==> src/rtl/cic_decim_ctrl.sv <==
// Decimation controller for a CIC filter: generates the comb-stage strobe, discards
// warm-up samples after start or rate change, and presents samples on a valid/ready port.
module cic_decim_ctrl #(
    parameter int OW        = 19,
    parameter int N         = 3,
    parameter int RW        = 6,
    parameter int R_DEFAULT = 16
) (
    input  logic          clk,
    input  logic          i_reset,
    input  logic          i_enable,
    input  logic [RW-1:0] i_rate,
    input  logic          i_rate_load,
    output logic          o_comb_stb,
    input  logic [OW-1:0] i_comb_data,
    output logic [OW-1:0] o_data,
    output logic          o_valid,
    input  logic          i_ready,
    output logic          o_overrun,
    output logic          o_warm
);
    localparam int WW = (N > 1) ? $clog2(N) : 1;

    typedef enum logic [1:0] {
        S_IDLE,
        S_WARMUP,
        S_RUN
    } state_t;

    state_t        r_state;
    logic [RW-1:0] r_phase;
    logic [RW-1:0] r_rate;
    logic [RW-1:0] r_pend;
    logic          r_pend_flag;
    logic [WW-1:0] r_warm_cnt;
    logic          r_comb_stb;
    logic          r_stb_run;
    logic [OW-1:0] r_data;
    logic          r_valid;
    logic          r_overrun;
    logic          w_wrap;

    // Rates below 2 would make the strobe permanent; force a minimum of 2.
    function automatic logic [RW-1:0] clamp_rate(input logic [RW-1:0] r);
        return (r < RW'(2)) ? RW'(2) : r;
    endfunction

    assign w_wrap = (r_state != S_IDLE) && (r_phase == r_rate - RW'(1));

    always_ff @(posedge clk) begin
        if (i_reset) begin
            r_state     <= S_IDLE;
            r_phase     <= '0;
            r_warm_cnt  <= '0;
            r_rate      <= clamp_rate(RW'(R_DEFAULT));
            r_pend      <= RW'(R_DEFAULT);
            r_pend_flag <= 1'b0;
            r_comb_stb  <= 1'b0;
            r_stb_run   <= 1'b0;
            r_data      <= '0;
            r_valid     <= 1'b0;
            r_overrun   <= 1'b0;
        end else begin
            // The strobe is emitted even if i_enable drops on the same cycle.
            r_comb_stb <= w_wrap;
            r_stb_run  <= w_wrap && (r_state == S_RUN);

            if (i_rate_load) begin
                r_pend      <= i_rate;
                r_pend_flag <= 1'b1;
            end

            // Capture edge: a full holding register with no accept drops the new sample.
            if (r_stb_run) begin
                if (!r_valid || i_ready) begin
                    r_data  <= i_comb_data;
                    r_valid <= 1'b1;
                end else begin
                    r_overrun <= 1'b1;
                end
            end else if (r_valid && i_ready) begin
                r_valid <= 1'b0;
            end

            if (r_state == S_IDLE) begin
                r_phase    <= '0;
                r_warm_cnt <= '0;
                r_rate     <= clamp_rate(r_pend);
                if (!i_rate_load) begin
                    r_pend_flag <= 1'b0;
                end
                if (i_enable) begin
                    r_state <= S_WARMUP;
                end
            end else if (!i_enable) begin
                r_state    <= S_IDLE;
                r_phase    <= '0;
                r_warm_cnt <= '0;
            end else if (w_wrap) begin
                r_phase <= '0;
                if (r_pend_flag) begin
                    // New rate restarts the comb history, so warm up again.
                    r_rate     <= clamp_rate(r_pend);
                    r_state    <= S_WARMUP;
                    r_warm_cnt <= '0;
                    if (!i_rate_load) begin
                        r_pend_flag <= 1'b0;
                    end
                end else if (r_state == S_WARMUP) begin
                    if (r_warm_cnt == WW'(N - 1)) begin
                        r_state    <= S_RUN;
                        r_warm_cnt <= '0;
                    end else begin
                        r_warm_cnt <= r_warm_cnt + WW'(1);
                    end
                end
            end else begin
                r_phase <= r_phase + RW'(1);
            end
        end
    end

    assign o_comb_stb = r_comb_stb;
    assign o_data     = r_data;
    assign o_valid    = r_valid;
    assign o_overrun  = r_overrun;
    assign o_warm     = (r_state == S_WARMUP);

endmodule

==> config.mk <==
export PLATFORM = sky130hd
export DESIGN_NAME = cic_decim_ctrl
export DESIGN_NICKNAME = d
export VERILOG_FILES = /design/src/rtl/cic_decim_ctrl.sv
export SDC_FILE = /design/constraint.sdc
export NUM_CORES = 1
export LEC_CHECK = 0
export ABC_AREA = 1
export CORE_ASPECT_RATIO = 1.5
export CORE_UTILIZATION = 45
export DETAILED_ROUTE_END_ITERATION = 8
export PLACE_DENSITY = 0.72
export REMOVE_ABC_BUFFERS = 1
export SLEW_MARGIN = 20
export SYNTH_ARGS = -nofsm -noshare
export SYNTH_HDL_FRONTEND = slang
export SYNTH_SLANG_ARGS = --single-unit
==> constraint.sdc <==
create_clock -name clk -period 2.1 [get_ports clk]
set_input_delay 0.21 -clock clk [delete_from_list [all_inputs] [get_ports clk]]
set_output_delay 0.21 -clock clk [all_outputs]
set_load 0.05 [all_outputs]
# Word-level counts from Yosys, hierarchy flattened
# Index checks and enable logic that the tools add are counted.
[op_classes] order_cmp=1 muxes=24 bitwise=2 addsub=3 n_reduce_logical=20 n_eq_ne=9
[op_table] operator="$mux 6" count=5
[op_table] operator="$mux 2" count=10
[op_table] operator="$reduce_bool 2->1" count=6
[op_table] operator="$mux 1" count=9
[op_table] operator="$ne 4x1->1 const B" count=2
[op_table] operator="$reduce_and 2->1" count=4
[op_table] operator="$add 6x1->6 const B" count=1
[op_table] operator="$eq 6x6->1" count=1
[op_table] operator="$lt 6x2->1 const B" count=1
[op_table] operator="$sub 6x1->6 const B" count=1
[op_table] operator="$eq 2x2->1 const B" count=2
[op_table] operator="$reduce_and 4->1" count=1
[op_table] operator="$reduce_or 4->1" count=1
[op_table] operator="$logic_and 1x1->1" count=3
[op_table] operator="$ne 3x1->1 const B" count=1
[op_table] operator="$reduce_and 3->1" count=1
[op_table] operator="$reduce_or 3->1" count=1
[op_table] operator="$add 2x1->2 const B" count=1
[op_table] operator="$eq 2x1->1 const B" count=1
[op_table] operator="$logic_not 2->1" count=1
[op_table] operator="$ne 2x1->1 const B" count=1
[op_table] operator="$ne 2x2->1 const B" count=1
[op_table] operator="$not 1->1" count=2
[op_table] operator="$logic_not 1->1" count=1
[op_table] operator="$logic_or 1x1->1" count=1
[totals] inputBits=30 wordCells=70 ff_bits=46

# Logic depth before layout (Yosys ltp)
# Gate-level depths: netlist of run 1.
[depth] ltp_word=7 depth_mapped=14

# Worst setup path after synthesis of run 1
# Ideal clock, no wire load.
[synth_path] kind="reg2reg" startpoint="reg r_rate[0]" endpoint="reg r_rate[0]" arrival_time_ns=1.513 slack_ns=0.475 path_buffers=0 setup_time_ns=0.113 path_stages_with_launch=14 period_less_slack_ns=1.625 cell_sequence="dfxtp_1 -> inv_1 -> ha_1 -> inv_1 -> nand2_1 -> nand2_1 -> nor2_1 -> nand2_1 -> nor2_2 -> nand3_2 -> nand2_4 -> nand2_4 -> nor2_1 -> nor2_1"
[synth_between] elab_chain_len=5
[synth_lines] element="from (decl)" line="32" rtl="logic [RW-1:0] r_rate;"
[synth_lines] element="from (signal assigned)" line="55" rtl="r_rate <= clamp_rate(RW'(R_DEFAULT));"
[synth_lines] element="from (signal assigned)" line="88" rtl="r_rate <= clamp_rate(r_pend);"
[synth_lines] element="from (signal assigned)" line="103" rtl="r_rate <= clamp_rate(r_pend);"
[synth_lines] element="$sub 6x1->6" line="48" rtl="assign w_wrap = (r_state != S_IDLE) && (r_phase == r_rate - RW'(1));"
[synth_lines] element="$eq 6x6->1" line="48"
[synth_lines] element="$logic_and 1x1->1" line="48"
[synth_lines] element="$reduce_bool 2->1 (no line)"
[synth_lines] element="$reduce_and 3->1 (no line)"
# No other way between the ends.
# A chain may end at the register's enable or synchronous reset.

# Final worst setup path of run 1
[layout_path] startpoint="reg r_state[0]" endpoint="out o_warm"
[layout_between] elab_chain_len=1
[layout_lines] element="from (decl)" line="30" rtl="state_t r_state;"
[layout_lines] element="from (signal assigned)" line="52" rtl="r_state <= S_IDLE;"
[layout_lines] element="from (signal assigned)" line="93" rtl="r_state <= S_WARMUP;"
[layout_lines] element="from (signal assigned)" line="96" rtl="r_state <= S_IDLE;"
[layout_lines] element="$eq 2x1->1" line="127" rtl="assign o_warm = (r_state == S_WARMUP);"
[layout_lines] element="to (decl)" line="20" rtl="output logic o_warm"
# No other way between the ends.

==> impl_metrics.py, run 1 <==
metrics = {
    "clocking": {
        "htreeDepth": 2,
        "cts_sinks": 46,
        "numCtsBuffers": 5,
        "clk_pin_slew_ps": 80,
        "cts_root_buffer": "clkbuf_8",
        "cts_resized": 0,
        "clk_latency_ps": 290,
        "cts_tree": "yes",
        "hold_buffers": 0,
        "post_cts_buffers": 0,
        "cts_buffer_depth": 2,
    },
    "placement": {
        "port_buffers": 52,
        "gp_congestion": 0.805,
        "dp_hpwl_um": 3250,
    },
    "sta": {
        "fmax_mhz": 537,
        "period_share_pct": 88.8,
        "setup-violations-final": 0,
        "worst_slew_pin_slew_ps": 528,
        "fin_skew_ps": 3.15,
        "rsz0062_at_grt": "no",
        "slew_headroom_pct": 64.7,
        "final_max_slew_viol_count": 0,
        "min_period_ps": 1860,
        "setup_tns_ps": 0,
        "finalHoldViolations": 0,
    },
    "global_route": {
        "grt_max_degree": 21,
        "grt_antenna_before_repair": 0,
        "overflow": 0,
        "globalRouteTotalUtil_pct": 19.1,
        "grt_pass1_wl_um": 7270,
        "grt_pass1_vias": 1869,
    },
    "synth": {
        "yosys_register_bits": 46,
        "synth_warnings": 0,
        "synth_top_cells_by_area": "dfxtp_1 (45%), nor2_1 (15%), nand2_1 (9.4%)",
        "yosysTopAreaCellShare_pct": 45.4,
        "synth_cells": 291,
        "yosysUniqueCellTypes": 23,
        "syn_avg_cell_area_um2": 6.97,
        "yosysSeqAreaShare_pct": 45.4,
        "yosysTopAreaCell": "dfxtp_1",
        "syn_area_mm2": 0.00203,
    },
    "min_path": {
        "worstHoldEndpoint": "o_overrun",
        "hp-start": "o_overrun",
        "hold_class": "flip-flop to flip-flop",
        "whs_path_depth": 2,
    },
    "routing": {
        "ant_nets": 0,
        "num_vias": 1965,
        "wl_per_cell_um": 10.6,
        "via_per_inst": 4.99,
        "drc": 0,
        "drt-total-wl_um": 4180,
        "drt-pass1-iter-count": 4,
        "drt_first_iter_violations": 27,
    },
    "power": {
        "power_density_mw_per_mm2": 1020,
        "ir_worst_vdd_mv": 0.535,
        "power.total_w": 0.00275,
        "leakage_nw": 1.12,
    },
    "layout": {
        "final_layout_size_suffix_gt1_share_pct": 6.03,
        "final_cell_mix": "nor2_1 (81), clkdlybuf4s50_1 (52), nand2_1 (51)",
        "final_common_cell": "nor2_1",
        "area_growth_pct": 32.9,
        "fill_cells": 421,
        "multi_input_area_um2": 975,
        "antenna_cells": 0,
        "seq_area_um2": 921,
        "nNetsFinal": 379,
    },
    "worst_setup_path": {
        "crit_path_end_kind": "output pin",
        "reg2reg_slack_ps": 310,
        "r2r_start": "r_rate[0]",
        "cp_max_fo": 3,
        "slowest_delay_ps": 810,
        "reg2reg_depth": 13,
        "cp.required_ps": 1890,
        "critPathSlowestCell": "clkdlybuf4s50_1",
        "r2r_end": "r_rate[0]",
        "cp_data_arrival_time_ps": 1650,
        "crit_family": "buffers and inverters",
        "crit_chain": "inv_1 -> nor2_1 -> clkdlybuf4s50_1",
        "crit_type": "flip-flop to output pin",
        "path_buf_inv": 2,
        "crit_path_start_kind": "flip-flop",
    },
    "run_status": {
        "outcome": "finished clean",
    },
    "floorplan": {
        "rows": 29,
        "ioPinCount": 53,
        "dieArea_mm2": 0.00479,
        "die_h_um": 84.2,
        "start_util_pct": 47.4,
        "core_mm2": 0.00428,
        "die_x_um": 56.8,
    },
    "run": {
        "maxCapViolations": 0,
    },
}
==> final cells by class <==
cell class | instances | area share [%]
clock inverter | 1 | 0.186
multi-input combinational | 211 | 36.1
sequential | 46 | 34.2
inverter | 27 | 3.76
timing repair buffer | 56 | 20.4
tap | 46 | 2.13
clock buffer | 7 | 3.20
==> state kept, by name, summed over array words and instances, names as in the netlist <==
register,count
r_state,2
r_pend,6
o_overrun,1
o_comb_stb,1
r_rate,6
o_valid,1
r_phase,6
r_pend_flag,1
r_warm_cnt,2
o_data,19
r_stb_run,1
==> layer usage <==
metal | vias to the layer above | wire (um) | share of wire [%] | track usage [%]
met2 | 56 | 2070 | 49 | 35.6
li1 | 1021 | - | - | -
met5 | - | 0 | 0 | 0
met1 | 877 | 1670 | 40 | 17.8
met3 | 11 | 341 | 8.2 | 6.93
met4 | 0 | 107 | 2.6 | 9.31
==> cells in the mapped netlist (all sizes together) <==
master and count:
buf 2, xnor2 4, nand2 55, nor2 84, a21oi 8, ha 2
nand4 1, clkbuf 5, dfxtp 46, o21ai 30, nand3 14, inv 26
clkinv 1, nand3b 5, xor2 3, nor3 5
==> cells by family (layout without fill, tap and decap cells) <==
family          after synthesis  in the layout  share of synthesized area, %
compound gates               38             38                          9.38
xor+xnor                      7              7                          3.02
buf+inv                      34             91                          6.54
simple gates                164            164                          34.4
fa+ha+maj                     2              2                          1.23
flops                        46             46                          45.4
==> how the worst max path moves through the flow <==
stage / from / depth (start not counted) / slack (ps) / to
floorplan: o_valid / 5 / 300 / o_data[0]
global placement: r_rate[0] / 13 / 360 / r_rate[4]
detailed placement: r_rate[0] / 13 / 330 / r_rate[4]
CTS: r_state[0] / 3 / 210 / o_warm
global route: r_rate[0] / 13 / 20 / r_warm_cnt[0]
finish: r_state[0] / 3 / 240 / o_warm
==> tightest hold or removal path, stage by stage, from the launching register on <==
cell and delay [ps]:
dfxtp_1 320, inv_1 40, a21oi_1 50
==> per-stage QoR <==
| step | instance area, um2 | util [%] | cells | worst slack, ps | hold slack [ps] |
|---|---|---|---|---|---|
| floorplan | 2000 | - | 284 | 301 | 279 |
| global placement | 2610 | 60.8 | 386 | 360 | 439 |
| detailed placement | 2610 | 60.8 | 386 | 327 | 448 |
| CTS | 2700 | 63.0 | 394 | 211 | 458 |
| global route | 2700 | 63.0 | 394 | 21.2 | 497 |
| finish | 2700 | 63.0 | 394 | 236 | 455 |
==> report_power, final <==
group          internal, W  total, W  switching, W
registers         0.000970   0.00107      0.000105
clock network     0.000266  0.000550      0.000284
logic             0.000444   0.00113      0.000684
total              0.00168   0.00275       0.00107
No activity file was read; power rests on OpenSTA's default activity.
==> run 2, diff against run 1 <==
--- a/config.mk
+++ b/config.mk
@@ -6,6 +6,7 @@
 export NUM_CORES = 1
 export LEC_CHECK = 0
 export ABC_AREA = 1
+export CAP_MARGIN = 0
 export CORE_ASPECT_RATIO = 1.5
 export CORE_UTILIZATION = 45
 export DETAILED_ROUTE_END_ITERATION = 8
==> results of run 2 <==
The final DEF is identical to that of run 1; final timing and power are the same.
